### src/rtl/cordic_sweep_master_if.sv
// Bus and result-stream bundle between the sweep master and its
// CORDIC peripheral / result consumer.
interface cordic_sweep_master_if #(
    parameter int CNT_W = 16
);
    logic             bus_write;
    logic             bus_read;
    logic [5:0]       addr;
    logic [31:0]      wdata;
    logic [31:0]      rdata;
    logic             done;
    logic             res_valid;
    logic             res_ready;
    logic [15:0]      res_cos;
    logic [15:0]      res_sin;
    logic [CNT_W-1:0] res_idx;

    modport master (
        output bus_write, bus_read, addr, wdata,
        input  rdata, done,
        output res_valid, res_cos, res_sin, res_idx,
        input  res_ready
    );

    modport slave (
        input  bus_write, bus_read, addr, wdata,
        output rdata, done,
        input  res_valid, res_cos, res_sin, res_idx,
        output res_ready
    );
endinterface

### src/rtl/cordic_sweep_master.sv
// Angle-sweep bus initiator for the CORDIC peripheral with result FIFO.
// Optional quadrant folding via `define CORDIC_QUAD_FOLD_EN.
module cordic_sweep_master #(
    parameter int FIFO_DEPTH = 4,
    parameter int TIMEOUT    = 64,
    parameter int CNT_W      = 16
) (
    input  logic             clk,
    input  logic             rst,
    input  logic             start,
    input  logic [31:0]      angle_start,
    input  logic [31:0]      angle_step,
    input  logic [CNT_W-1:0] count,
    output logic             busy,
    output logic             sweep_done,
    output logic             err_timeout,
    cordic_sweep_master_if.master bus
);
    localparam int AW = $clog2(FIFO_DEPTH);
    localparam int WW = $clog2(TIMEOUT + 1);
    localparam int EW = 32 + CNT_W;

    localparam logic [5:0] A_ANGLE = 6'h04;
    localparam logic [5:0] A_COS   = 6'h08;
    localparam logic [5:0] A_SIN   = 6'h0C;

    typedef enum logic [2:0] {
        S_IDLE, S_WRITE, S_WAIT, S_RD_COS, S_RD_SIN, S_PUSH, S_FINISH
    } state_e;

    state_e           state_q;
    logic [31:0]      angle_q, step_q, wdata_q;
    logic [CNT_W-1:0] cnt_q, idx_q;
    logic [WW-1:0]    wait_q;
    logic [15:0]      cos_q, sin_q;
    logic             busy_q, done_q, err_q, bw_q, br_q;
    logic [5:0]       addr_q;

    logic [31:0]      angle_d, wr_raw, wr_word;
    logic [CNT_W-1:0] idx_d;
    logic [WW-1:0]    wait_d;
    logic [15:0]      cos_fx, sin_fx;
    logic             unused_hi;

    logic [EW-1:0]    mem [FIFO_DEPTH];
    logic [AW:0]      wp_q, rp_q;
    logic             full, empty, push, pop;
    logic [EW-1:0]    head;

    assign angle_d = angle_q + step_q;
    assign idx_d   = idx_q + CNT_W'(1);
    assign wait_d  = wait_q + WW'(1);
    assign wr_raw  = (state_q == S_IDLE) ? angle_start : angle_d;
    assign unused_hi = ^bus.rdata[31:16];

`ifdef CORDIC_QUAD_FOLD_EN
    logic fold_q;
    logic wr_fold;

    function automatic logic [15:0] neg_sat(input logic [15:0] v);
        return (v == 16'h8000) ? 16'h7FFF : (~v + 16'd1);
    endfunction

    // Quadrants II/III map to IV/I by a 180 deg rotation, which negates both outputs
    assign wr_fold = wr_raw[31] ^ wr_raw[30];
    assign wr_word = wr_fold ? (wr_raw ^ 32'h8000_0000) : wr_raw;
    assign cos_fx  = fold_q ? neg_sat(cos_q) : cos_q;
    assign sin_fx  = fold_q ? neg_sat(sin_q) : sin_q;
`else
    assign wr_word = wr_raw;
    assign cos_fx  = cos_q;
    assign sin_fx  = sin_q;
`endif

    assign full  = (wp_q[AW] != rp_q[AW]) && (wp_q[AW-1:0] == rp_q[AW-1:0]);
    assign empty = (wp_q == rp_q);
    assign push  = (state_q == S_PUSH) && !full;
    assign pop   = !empty && bus.res_ready;
    assign head  = mem[rp_q[AW-1:0]];

    always_ff @(posedge clk) begin
        if (push) begin
            mem[wp_q[AW-1:0]] <= {cos_fx, sin_fx, idx_q};
        end
    end

    always_ff @(posedge clk) begin
        if (rst) begin
            wp_q <= '0;
            rp_q <= '0;
        end else begin
            if (push) wp_q <= wp_q + (AW+1)'(1);
            if (pop)  rp_q <= rp_q + (AW+1)'(1);
        end
    end

    always_ff @(posedge clk) begin
        if (rst) begin
            state_q <= S_IDLE;
            angle_q <= '0;
            step_q  <= '0;
            cnt_q   <= '0;
            idx_q   <= '0;
            wait_q  <= '0;
            cos_q   <= '0;
            sin_q   <= '0;
            busy_q  <= 1'b0;
            done_q  <= 1'b0;
            err_q   <= 1'b0;
            bw_q    <= 1'b0;
            br_q    <= 1'b0;
            addr_q  <= '0;
            wdata_q <= '0;
`ifdef CORDIC_QUAD_FOLD_EN
            fold_q  <= 1'b0;
`endif
        end else begin
            unique case (state_q)
                S_IDLE: begin
                    done_q <= 1'b0;
                    if (start && count != '0) begin
                        angle_q <= angle_start;
                        step_q  <= angle_step;
                        cnt_q   <= count;
                        idx_q   <= '0;
                        err_q   <= 1'b0;
                        busy_q  <= 1'b1;
                        bw_q    <= 1'b1;
                        addr_q  <= A_ANGLE;
                        wdata_q <= wr_word;
`ifdef CORDIC_QUAD_FOLD_EN
                        fold_q  <= wr_fold;
`endif
                        state_q <= S_WRITE;
                    end else if (start) begin
                        done_q <= 1'b1;
                    end
                end
                S_WRITE: begin
                    bw_q    <= 1'b0;
                    addr_q  <= '0;
                    wdata_q <= '0;
                    wait_q  <= '0;
                    state_q <= S_WAIT;
                end
                S_WAIT: begin
                    if (bus.done) begin
                        br_q    <= 1'b1;
                        addr_q  <= A_COS;
                        state_q <= S_RD_COS;
                    end else if (wait_d == WW'(TIMEOUT)) begin
                        err_q   <= 1'b1;
                        busy_q  <= 1'b0;
                        state_q <= S_IDLE;
                    end else begin
                        wait_q <= wait_d;
                    end
                end
                S_RD_COS: begin
                    cos_q   <= bus.rdata[15:0];
                    addr_q  <= A_SIN;
                    state_q <= S_RD_SIN;
                end
                S_RD_SIN: begin
                    sin_q   <= bus.rdata[15:0];
                    br_q    <= 1'b0;
                    addr_q  <= '0;
                    state_q <= S_PUSH;
                end
                S_PUSH: begin
                    // A full FIFO holds the point here; nothing advances
                    if (!full) begin
                        angle_q <= angle_d;
                        idx_q   <= idx_d;
                        if (idx_q == cnt_q - CNT_W'(1)) begin
                            done_q  <= 1'b1;
                            state_q <= S_FINISH;
                        end else begin
                            bw_q    <= 1'b1;
                            addr_q  <= A_ANGLE;
                            wdata_q <= wr_word;
`ifdef CORDIC_QUAD_FOLD_EN
                            fold_q  <= wr_fold;
`endif
                            state_q <= S_WRITE;
                        end
                    end
                end
                S_FINISH: begin
                    done_q  <= 1'b0;
                    busy_q  <= 1'b0;
                    state_q <= S_IDLE;
                end
                default: state_q <= S_IDLE;
            endcase
        end
    end

    assign busy          = busy_q;
    assign sweep_done    = done_q;
    assign err_timeout   = err_q;
    assign bus.bus_write = bw_q;
    assign bus.bus_read  = br_q;
    assign bus.addr      = addr_q;
    assign bus.wdata     = wdata_q;
    assign bus.res_valid = !empty;
    assign bus.res_cos   = empty ? 16'h0 : head[EW-1 -: 16];
    assign bus.res_sin   = empty ? 16'h0 : head[CNT_W+15 -: 16];
    assign bus.res_idx   = empty ? '0 : head[CNT_W-1:0];
endmodule

### src/flat_wrapper.sv
// flat-port wrapper written by rule: the top's interface ports become plain ports
module cordic_sweep_master_flat 
#(
    parameter int FIFO_DEPTH = 4,
    parameter int TIMEOUT    = 64,
    parameter int CNT_W      = 16
)
  (clk, rst, start, angle_start, angle_step, count, busy, sweep_done, err_timeout, bus_bus_write, bus_bus_read, bus_addr, bus_wdata, bus_rdata, bus_done, bus_res_valid, bus_res_cos, bus_res_sin, bus_res_idx, bus_res_ready);
  cordic_sweep_master_if #(.CNT_W(CNT_W)) bus_i ();
  input  logic clk;
  input  logic rst;
  input  logic start;
  input  logic [31:0] angle_start;
  input  logic [31:0] angle_step;
  input  logic [CNT_W-1:0] count;
  output logic busy;
  output logic sweep_done;
  output logic err_timeout;
  output wire logic [$bits(bus_i.bus_write)-1:0] bus_bus_write;
  output wire logic [$bits(bus_i.bus_read)-1:0] bus_bus_read;
  output wire logic [$bits(bus_i.addr)-1:0] bus_addr;
  output wire logic [$bits(bus_i.wdata)-1:0] bus_wdata;
  input wire logic [$bits(bus_i.rdata)-1:0] bus_rdata;
  input wire logic [$bits(bus_i.done)-1:0] bus_done;
  output wire logic [$bits(bus_i.res_valid)-1:0] bus_res_valid;
  output wire logic [$bits(bus_i.res_cos)-1:0] bus_res_cos;
  output wire logic [$bits(bus_i.res_sin)-1:0] bus_res_sin;
  output wire logic [$bits(bus_i.res_idx)-1:0] bus_res_idx;
  input wire logic [$bits(bus_i.res_ready)-1:0] bus_res_ready;
  assign bus_bus_write = bus_i.bus_write;
  assign bus_bus_read = bus_i.bus_read;
  assign bus_addr = bus_i.addr;
  assign bus_wdata = bus_i.wdata;
  assign bus_i.rdata = bus_rdata;
  assign bus_i.done = bus_done;
  assign bus_res_valid = bus_i.res_valid;
  assign bus_res_cos = bus_i.res_cos;
  assign bus_res_sin = bus_i.res_sin;
  assign bus_res_idx = bus_i.res_idx;
  assign bus_i.res_ready = bus_res_ready;
  cordic_sweep_master #(.FIFO_DEPTH(FIFO_DEPTH), .TIMEOUT(TIMEOUT), .CNT_W(CNT_W)) u_core (.clk(clk), .rst(rst), .start(start), .angle_start(angle_start), .angle_step(angle_step), .count(count), .busy(busy), .sweep_done(sweep_done), .err_timeout(err_timeout), .bus(bus_i));
endmodule
### config.mk
export PLATFORM = sky130hd
export DESIGN_NAME = cordic_sweep_master_flat
export DESIGN_NICKNAME = d
export VERILOG_FILES = /design/src/rtl/cordic_sweep_master_if.sv /design/src/rtl/cordic_sweep_master.sv /design/src/flat_wrapper.sv
export SDC_FILE = /design/constraint.sdc
export NUM_CORES = 1
export LEC_CHECK = 0
export CAP_MARGIN = 30
export CELL_PAD_IN_SITES_DETAIL_PLACEMENT = 1
export CELL_PAD_IN_SITES_GLOBAL_PLACEMENT = 2
export CORE_MARGIN = 4
export CORE_UTILIZATION = 43
export CTS_BUF_LIST = sky130_fd_sc_hd__clkbuf_4 sky130_fd_sc_hd__clkbuf_8
export DETAILED_ROUTE_END_ITERATION = 8
export DONT_BUFFER_PORTS = 1
export PLACE_DENSITY_LB_ADDON = 0.1
export SETUP_SLACK_MARGIN = 0.3
export SLEW_MARGIN = 20
export SYNTH_ARGS = -nofsm -noshare
export SYNTH_HDL_FRONTEND = slang
export SYNTH_SLANG_ARGS = --single-unit
export TNS_END_PERCENT = 1
### constraint.sdc
create_clock -name clk -period 3.36 [get_ports clk]
set_input_delay 0.84 -clock clk [delete_from_list [all_inputs] [get_ports clk]]
set_output_delay 0.84 -clock clk [all_outputs]
set_load 0.05 [all_outputs]
==> results of run 1 <==
-- cell families (layout without fill, tap and decap cells) --
group                      count (synthesis)  count (layout)  synth area share [%]
AOI/OAI and AO/OA                        365             365                  13.4
xor gates and xnor gates                  55              55                  2.81
adders and majority gates                 40              40                  2.96
buffers and inverters                    125             257                  2.93
DFF                                      377             377                  55.2
muxes                                     58              58                  6.89
other                                      1               4                0.0219
and+or+nand+nor                          579             579                  15.8
-- power by group through the flow --
| stage | logic [mW] | registers [mW] | clock network [mW] |
|---|---|---|---|
| 2_1_floorplan | 0.891 | 5.32 | 0 |
| 3_3_place_gp | 1.19 | 5.37 | 0 |
| 3_5_place_dp | 1.22 | 5.37 | 0 |
| 4_1_cts | 1.24 | 5.27 | 4.43 |
| 5_1_grt | 1.41 | 5.29 | 4.66 |
| 6_report | 1.27 | 5.27 | 4.31 |
-- registers in the layout, summed over array words and instances (netlist names), named ones only --
signal,cells
u_core.mem,192
u_core.busy,1
u_core.err_timeout,1
u_core.bus.bus_read,1
u_core.sweep_done,1
u_core.bus.bus_write,1
u_core.wait_q,7
u_core.cnt_q,16
u_core.bus.wdata,32
u_core.wp_q,3
u_core.step_q,32
u_core.rp_q,3
u_core.state_q,3
u_core.sin_fx,16
u_core.bus.addr,2
u_core.cos_fx,16
u_core.idx_q,16
u_core.angle_q,32
-- area by class of cell --
cell class	instances	area, sq um
fill	4235	19000
sequential	377	9480
multi-input combinational	1101	7320
clock buffer	96	1190
timing repair buffer	124	1090
tap	518	648
clock inverter	13	161
inverter	24	93.8
-- what timing repair did --
action                                  CTS  global route
buffers inserted                          2             3
resized for setup                        13            28
pin swaps                                 1             6
endpoints found under the setup margin   75            91
gates cloned                              1             2
-- cell usage in the layout, fill, tap and decap left out, types with 10 or more instances in the layout --
master    count
nand2_1     263
a21oi_1     159
mux4_2       48
nor2_1      104
a311oi_1     13
edfxtp_1    192
nand3_1      28
a21o_1       10
nand4_1      11
dfxtp_1     178
clkbuf_8     75
nand2b_1     10
mux2i_1      10
clkbuf_4     22
o22ai_1      10
a211oi_1     13
nor2b_1      52
nor4_1       11
xor2_1       24
inv_1        23
and3_1       14
nor3_1       19
or3_1        16
ha_1         38
xnor2_1      31
buf_4       108
o21ai_0      54
buf_12       11
-- per-stage QoR --
stage,power [mW],area [sq um],cells,utilization [%],TNS [ns]
final,10.8,20000,2253,51.2,0
after global routing,11.4,20000,2253,51.2,0
after CTS,11.0,19800,2248,50.8,0
after detailed placement,6.59,18400,2136,47.2,-0.148
after global placement,6.56,18400,2134,47.1,-0.124
after floorplan,6.21,17200,1603,-,0
-- worst register-to-register path: stages, from the launching register on --
cell and delay [ns]:
dfxtp_2 0.34, or4_4 0.55, o21ai_2 0.15, o2111ai_2 0.11, or4_4 0.59, o41ai_4 0.28, buf_4 0.20, nor3_4 0.08
buf_6 0.16, a32o_1 0.26, a31o_1 0.17
-- metal layers --
| metal | global-route usage, % | up-vias |
|---|---|---|
| met3 | 5.95 | 74 |
| met5 | 0 | - |
| met1 | 26.7 | 6212 |
| met2 | 38.8 | 274 |
| met4 | 5.44 | 0 |
| li1 | - | 6020 |
-- path summary, 6_finish.rpt --
check	endpoint	slack, ns	cells after the start
worst max-delay path	bus_res_cos[3]	0.31	6
worst min-delay path	u_core.step_q[14]	0.26	1
worst max register to register	u_core.bus.wdata[22]	0.36	10
worst min register to register	u_core.step_q[7]	0.47	2
==> metrics.md, run 1 <==
| Metric | Value |
|---|---|
| Worst-path fanout max | `20` |
| Number of flops mapped to enable cells by yosys | `192` |
| CP max stage cell | `dfxtp_1` |
| WL final | `48700 um` |
| Worst Setup SP | `u_core.rp_q[0]` |
| Synthesized area | `17200 sq um` |
| Synth area leaders | `edfxtp_1 34%, dfxtp_1 22%, mux4_2 6.3%` |
| CP Launch Type | `register` |
| GRT Total Usage | `21.9%` |
| Final Setup Violations | `0` |
| Seq/Total Area, Yosys | `55.2%` |
| DR vias/cell | `5.58` |
| HPWL after DPL | `33400 um` |
| Overflow after GRT | `0` |
| Reg clk slew, reported paths | `0.06 ns` |
| Tmin final | `3.05 ns` |
| Comb power frac | `11.7%` |
| Final worst-path setup slack | `0.312 ns` |
| Vias | `12600` |
| DR pass1 iterations | `5` |
| Relative slew margins | `45.5%` |
| Cell taking the most area after synthesis | `edfxtp_1` |
| Hold Vio Cnt, Final | `0` |
| Worst Min Path Start | `rst` |
| Most numerous cell in the Yosys netlist | `nand2_1` |
| Prevailing post-synth register cell | `edfxtp_1` |
| Met3 WL | `2910 um` |
| Worst-Skew Late Latency | `0.65 ns` |
| Hold Worst Slack | `0.256 ns` |
| NetSw | `2.92 mW` |
| Mapped Cells | `1600` |
| Die X | `208 um` |
| Seq pwr share | `48.6%` |
| Max-Cap Viols | `0` |
| I/O pin cnt | `209` |
| Final ANT Viol Nets | `0` |
| CP bufs+invs | `2` |
| Peak supply drop | `0.296 mV` |
| DRT iter0 DRCs | `650` |
| Clk_skew | `0.0184 ns` |
| Initial Util | `44.0%` |
| Buffers added on ports | `0` |
| CTS Hold Bufs | `0` |
| Antenna violations before repair | `0` |
| Pint | `7.93 mW` |
| Wire length on met2 | `24300 um` |
| RSZ-0062 raised after global routing | `true` |
| Synth top area share | `33.6%` |
| Number of global-route vias before repair | `13300` |
| Leak | `7.24 nW` |
| Core area | `39000 sq um` |
| Netlist cell types | `72` |
| Net Sw Frac | `26.9%` |
| RD Place Congestion | `0.817` |
| Fmax | `328 MHz` |
| Crit end category | `output port` |
| Syn avg cell area | `10.7 sq um` |
| Final clock period utilization by the worst path | `90.7%` |
| Largest net degree at the start of global routing | `141` |
| Synth Warn # | `0` |
| Diodes inserted | `0` |
| Crit-path max cell delay | `0.35 ns` |
| Die height | `208 um` |
| Drt wl/cell | `21.6 um` |
| Data arrival time of the critical path | `2.21 ns` |
| Metal1 wirelength | `20500 um` |
| Critical path class | `register to output port` |
| Synth top cells by count | `264 x nand2_1, 192 x edfxtp_1, 185 x dfxtp_1` |
| Cell chain of the critical path | `xor2_1 > or2_2 > nor2_4 > buf_8 > nor2b_1 > buf_4` |
| TritonCTS clock tree | `done` |
| Clk root buf | `clkbuf_8` |
| PD cells | `543 nW/um^2` |
| Slew Limit Fails | `0` |
| Top routing layer used | `met4` |
| First-pass GRT wire length | `75900 um` |
| Family with the most delay on the worst path | `simple AND/OR/NAND/NOR gates` |
| Max clock buf depth | `3` |
| Post-Place Worst Slack | `-0.0554 ns` |
| Status | `complete, no violations` |
| R2R Path Start | `u_core.cnt_q[6]` |
| Synth Register Bits | `377` |
| # nets final | `1845` |
| Sink Count | `377` |
| # DRC | `0` |
| CP required | `2.52 ns` |
| Inserted Clock Buffers | `60` |
| Area grow syn2layout | `16.6%` |
| Die area | `43100 sq um` |
| Row cnt | `72` |
| Ys async rst share | `0%` |
| Worst-Margin Slew | `0.815 ns` |
| Clock Power Share | `39.7%` |
| Min-delay worst type | `input pin to register` |
| Layout cell share with drive strength beyond 1 | `19.1%` |
| H-tree levels | `2` |
No activity file was read; power rests on OpenSTA's default activity.
==> run 2: changes to the inputs <==
--- a/config.mk
+++ b/config.mk
@@ -8,7 +8,7 @@
 export CAP_MARGIN = 30
 export CELL_PAD_IN_SITES_DETAIL_PLACEMENT = 1
 export CELL_PAD_IN_SITES_GLOBAL_PLACEMENT = 2
-export CORE_MARGIN = 4
+export CORE_MARGIN = 5
 export CORE_UTILIZATION = 43
 export CTS_BUF_LIST = sky130_fd_sc_hd__clkbuf_4 sky130_fd_sc_hd__clkbuf_8
 export DETAILED_ROUTE_END_ITERATION = 8
==> metrics.md, run 2 (synthesized netlist as in run 1, its figures left out) <==
| Metric | Value |
|---|---|
| Reg clk slew, reported paths | `0.06 ns` |
| Crit end category | `output port` |
| Met2 Usage GRT | `39.3%` |
| # DRC | `0` |
| DR vias/cell | `5.58` |
| Die height | `210 um` |
| Final clock period utilization by the worst path | `90.6%` |
| Most common cell after layout, fill and taps aside | `nand2_1` |
| RSZ-0062 raised after global routing | `true` |
| Buffers added on ports | `0` |
| First-pass GRT wire length | `76800 um` |
| Met3 Use GR | `5.47%` |
| Inserted Clock Buffers | `66` |
| WL final | `49100 um` |
| Core area | `39600 sq um` |
| GRT Total Usage | `22.0%` |
| CP required | `2.52 ns` |
| M1 GR Usage | `26.5%` |
| Cell area after layout | `20000 sq um` |
| Die area | `44000 sq um` |
| I/O pin cnt | `209` |
| Data arrival time of the critical path | `2.20 ns` |
| Relative slew margins | `46.3%` |
| HPWL after DPL | `33000 um` |
| Clk_skew | `0.0291 ns` |
| Max-Cap Viols | `0` |
| Slew Limit Fails | `0` |
| Drt wl/cell | `21.7 um` |
| Largest net degree at the start of global routing | `141` |
| Status | `complete, no violations` |
| TritonCTS clock tree | `done` |
| CP Launch Type | `register` |
| Worst-path fanout max | `13` |
| Diodes inserted | `0` |
| # nets final | `1846` |
| Final Setup Violations | `0` |
| Fmax | `329 MHz` |
| Most frequent cells in the layout | `263 x nand2_1, 192 x edfxtp_1, 180 x dfxtp_1` |
| Vias | `12600` |
| Antenna violations before repair | `2` |
| Clk root buf | `clkbuf_8` |
| Worst-Skew Late Latency | `0.61 ns` |
| Initial Util | `43.3%` |
| DR pass1 iterations | `5` |
| Overflow after GRT | `0` |
| Setup tns final | `0 ns` |
| Placed Area | `18400 sq um` |
| Busiest grt layer | `met2` |
| Row cnt | `73` |
| Max reg flops | `192` |
| Max clock buf depth | `3` |
| Layout cell share with drive strength beyond 1 | `18.9%` |
| Sink Count | `377` |
| DRT iter0 DRCs | `545` |
| Tmin final | `3.04 ns` |
| Number of global-route vias before repair | `13500` |
| PD cells | `546 nW/um^2` |
| Critical path class | `register to output port` |
| Min-delay worst type | `input pin to register` |
| RD Place Congestion | `0.851` |
| Area grow syn2layout | `16.6%` |
| CTS Hold Bufs | `0` |
| H-tree levels | `3` |
| # fillers | `4329` |
| Worst-Margin Slew | `0.804 ns` |
| Leak | `7.27 nW` |
| Hold Vio Cnt, Final | `0` |
| Peak supply drop | `0.305 mV` |
| Final ANT Viol Nets | `0` |
| Die X | `210 um` |
[run 2: changes by cell type in the layout (fill, tap and decap cells not counted), moves of 3 or more]
cell | previous run | this run
clkbuf_4 | 22 | 25
buf_4 | 108 | 104
inv_6 | 0 | 3
clkbuf_8 | 75 | 80
[run 2: worst max-delay path, cell delays in order (launching register included)]
cell     delay [ns]
dfxtp_1        0.39
xor2_1         0.21
or2_2          0.18
nor2_4         0.05
buf_12         0.13
buf_12         0.15
nor2b_1        0.28
buf_6          0.22
[run 2: timing repair]
| action | in CTS | in global routing |
|---|---|---|
| cloned | 1 | 1 |
| endpoints found under the setup margin | 76 | 80 |
| gates resized for setup | 8 | 15 |
| setup buffers | 3 | 8 |
| pin swaps | 1 | 7 |
[run 2: layout make-up]
class	instances	area, sq um	share of cell area (%)
Timing Repair Buffer	119	1080	5.38
Clock inverter	12	104	0.519
Clock buffer	105	1290	6.45
Multi-Input combinational cell	1101	7300	36.5
Sequential cell	377	9480	47.4
Inverter	24	90.1	0.451
Tap cell	525	657	3.29
[run 2: path summary, 6_finish.rpt]
| check | from | end | slack [ns] | cells past startpoint |
|---|---|---|---|---|
| setup reg to reg | u_core.cnt_q[2] | u_core.bus.wdata[16] | 0.33 | 11 |
| hold / removal | rst | u_core.angle_q[18] | 0.30 | 1 |
| hold reg to reg | u_core.step_q[24] | u_core.step_q[24] | 0.46 | 2 |
| setup / recovery | u_core.rp_q[0] | bus_res_idx[0] | 0.32 | 7 |
[run 2: layer usage]
metal / part of all wire [%] / up-vias
met5: 0.055 / -
met1: 42 / 6300
met4: 1.7 / 4
met3: 5.9 / 63
met2: 51 / 247
li1: - / 6019
[run 2: stage by stage]
stage	hold WS, ns	utilization, %	setup slack, ns	cells	power, mW
after floorplan	0.436	-	0.108	1603	6.21
after global placement	0.445	46.3	0.0685	2132	6.55
after detailed placement	0.450	46.3	0.0794	2133	6.57
after CTS	0.252	50.1	0.220	2254	11.0
after global routing	0.272	50.4	0.188	2263	11.5
final	0.304	50.4	0.317	2263	10.9
[run 2: report_power, final]
group	internal [mW]	leakage [nW]	switching [mW]
Clock	2.52	0.745	1.90
Combinational	0.481	3.23	0.761
Sequential	4.95	3.30	0.317
Total	7.95	7.27	2.98
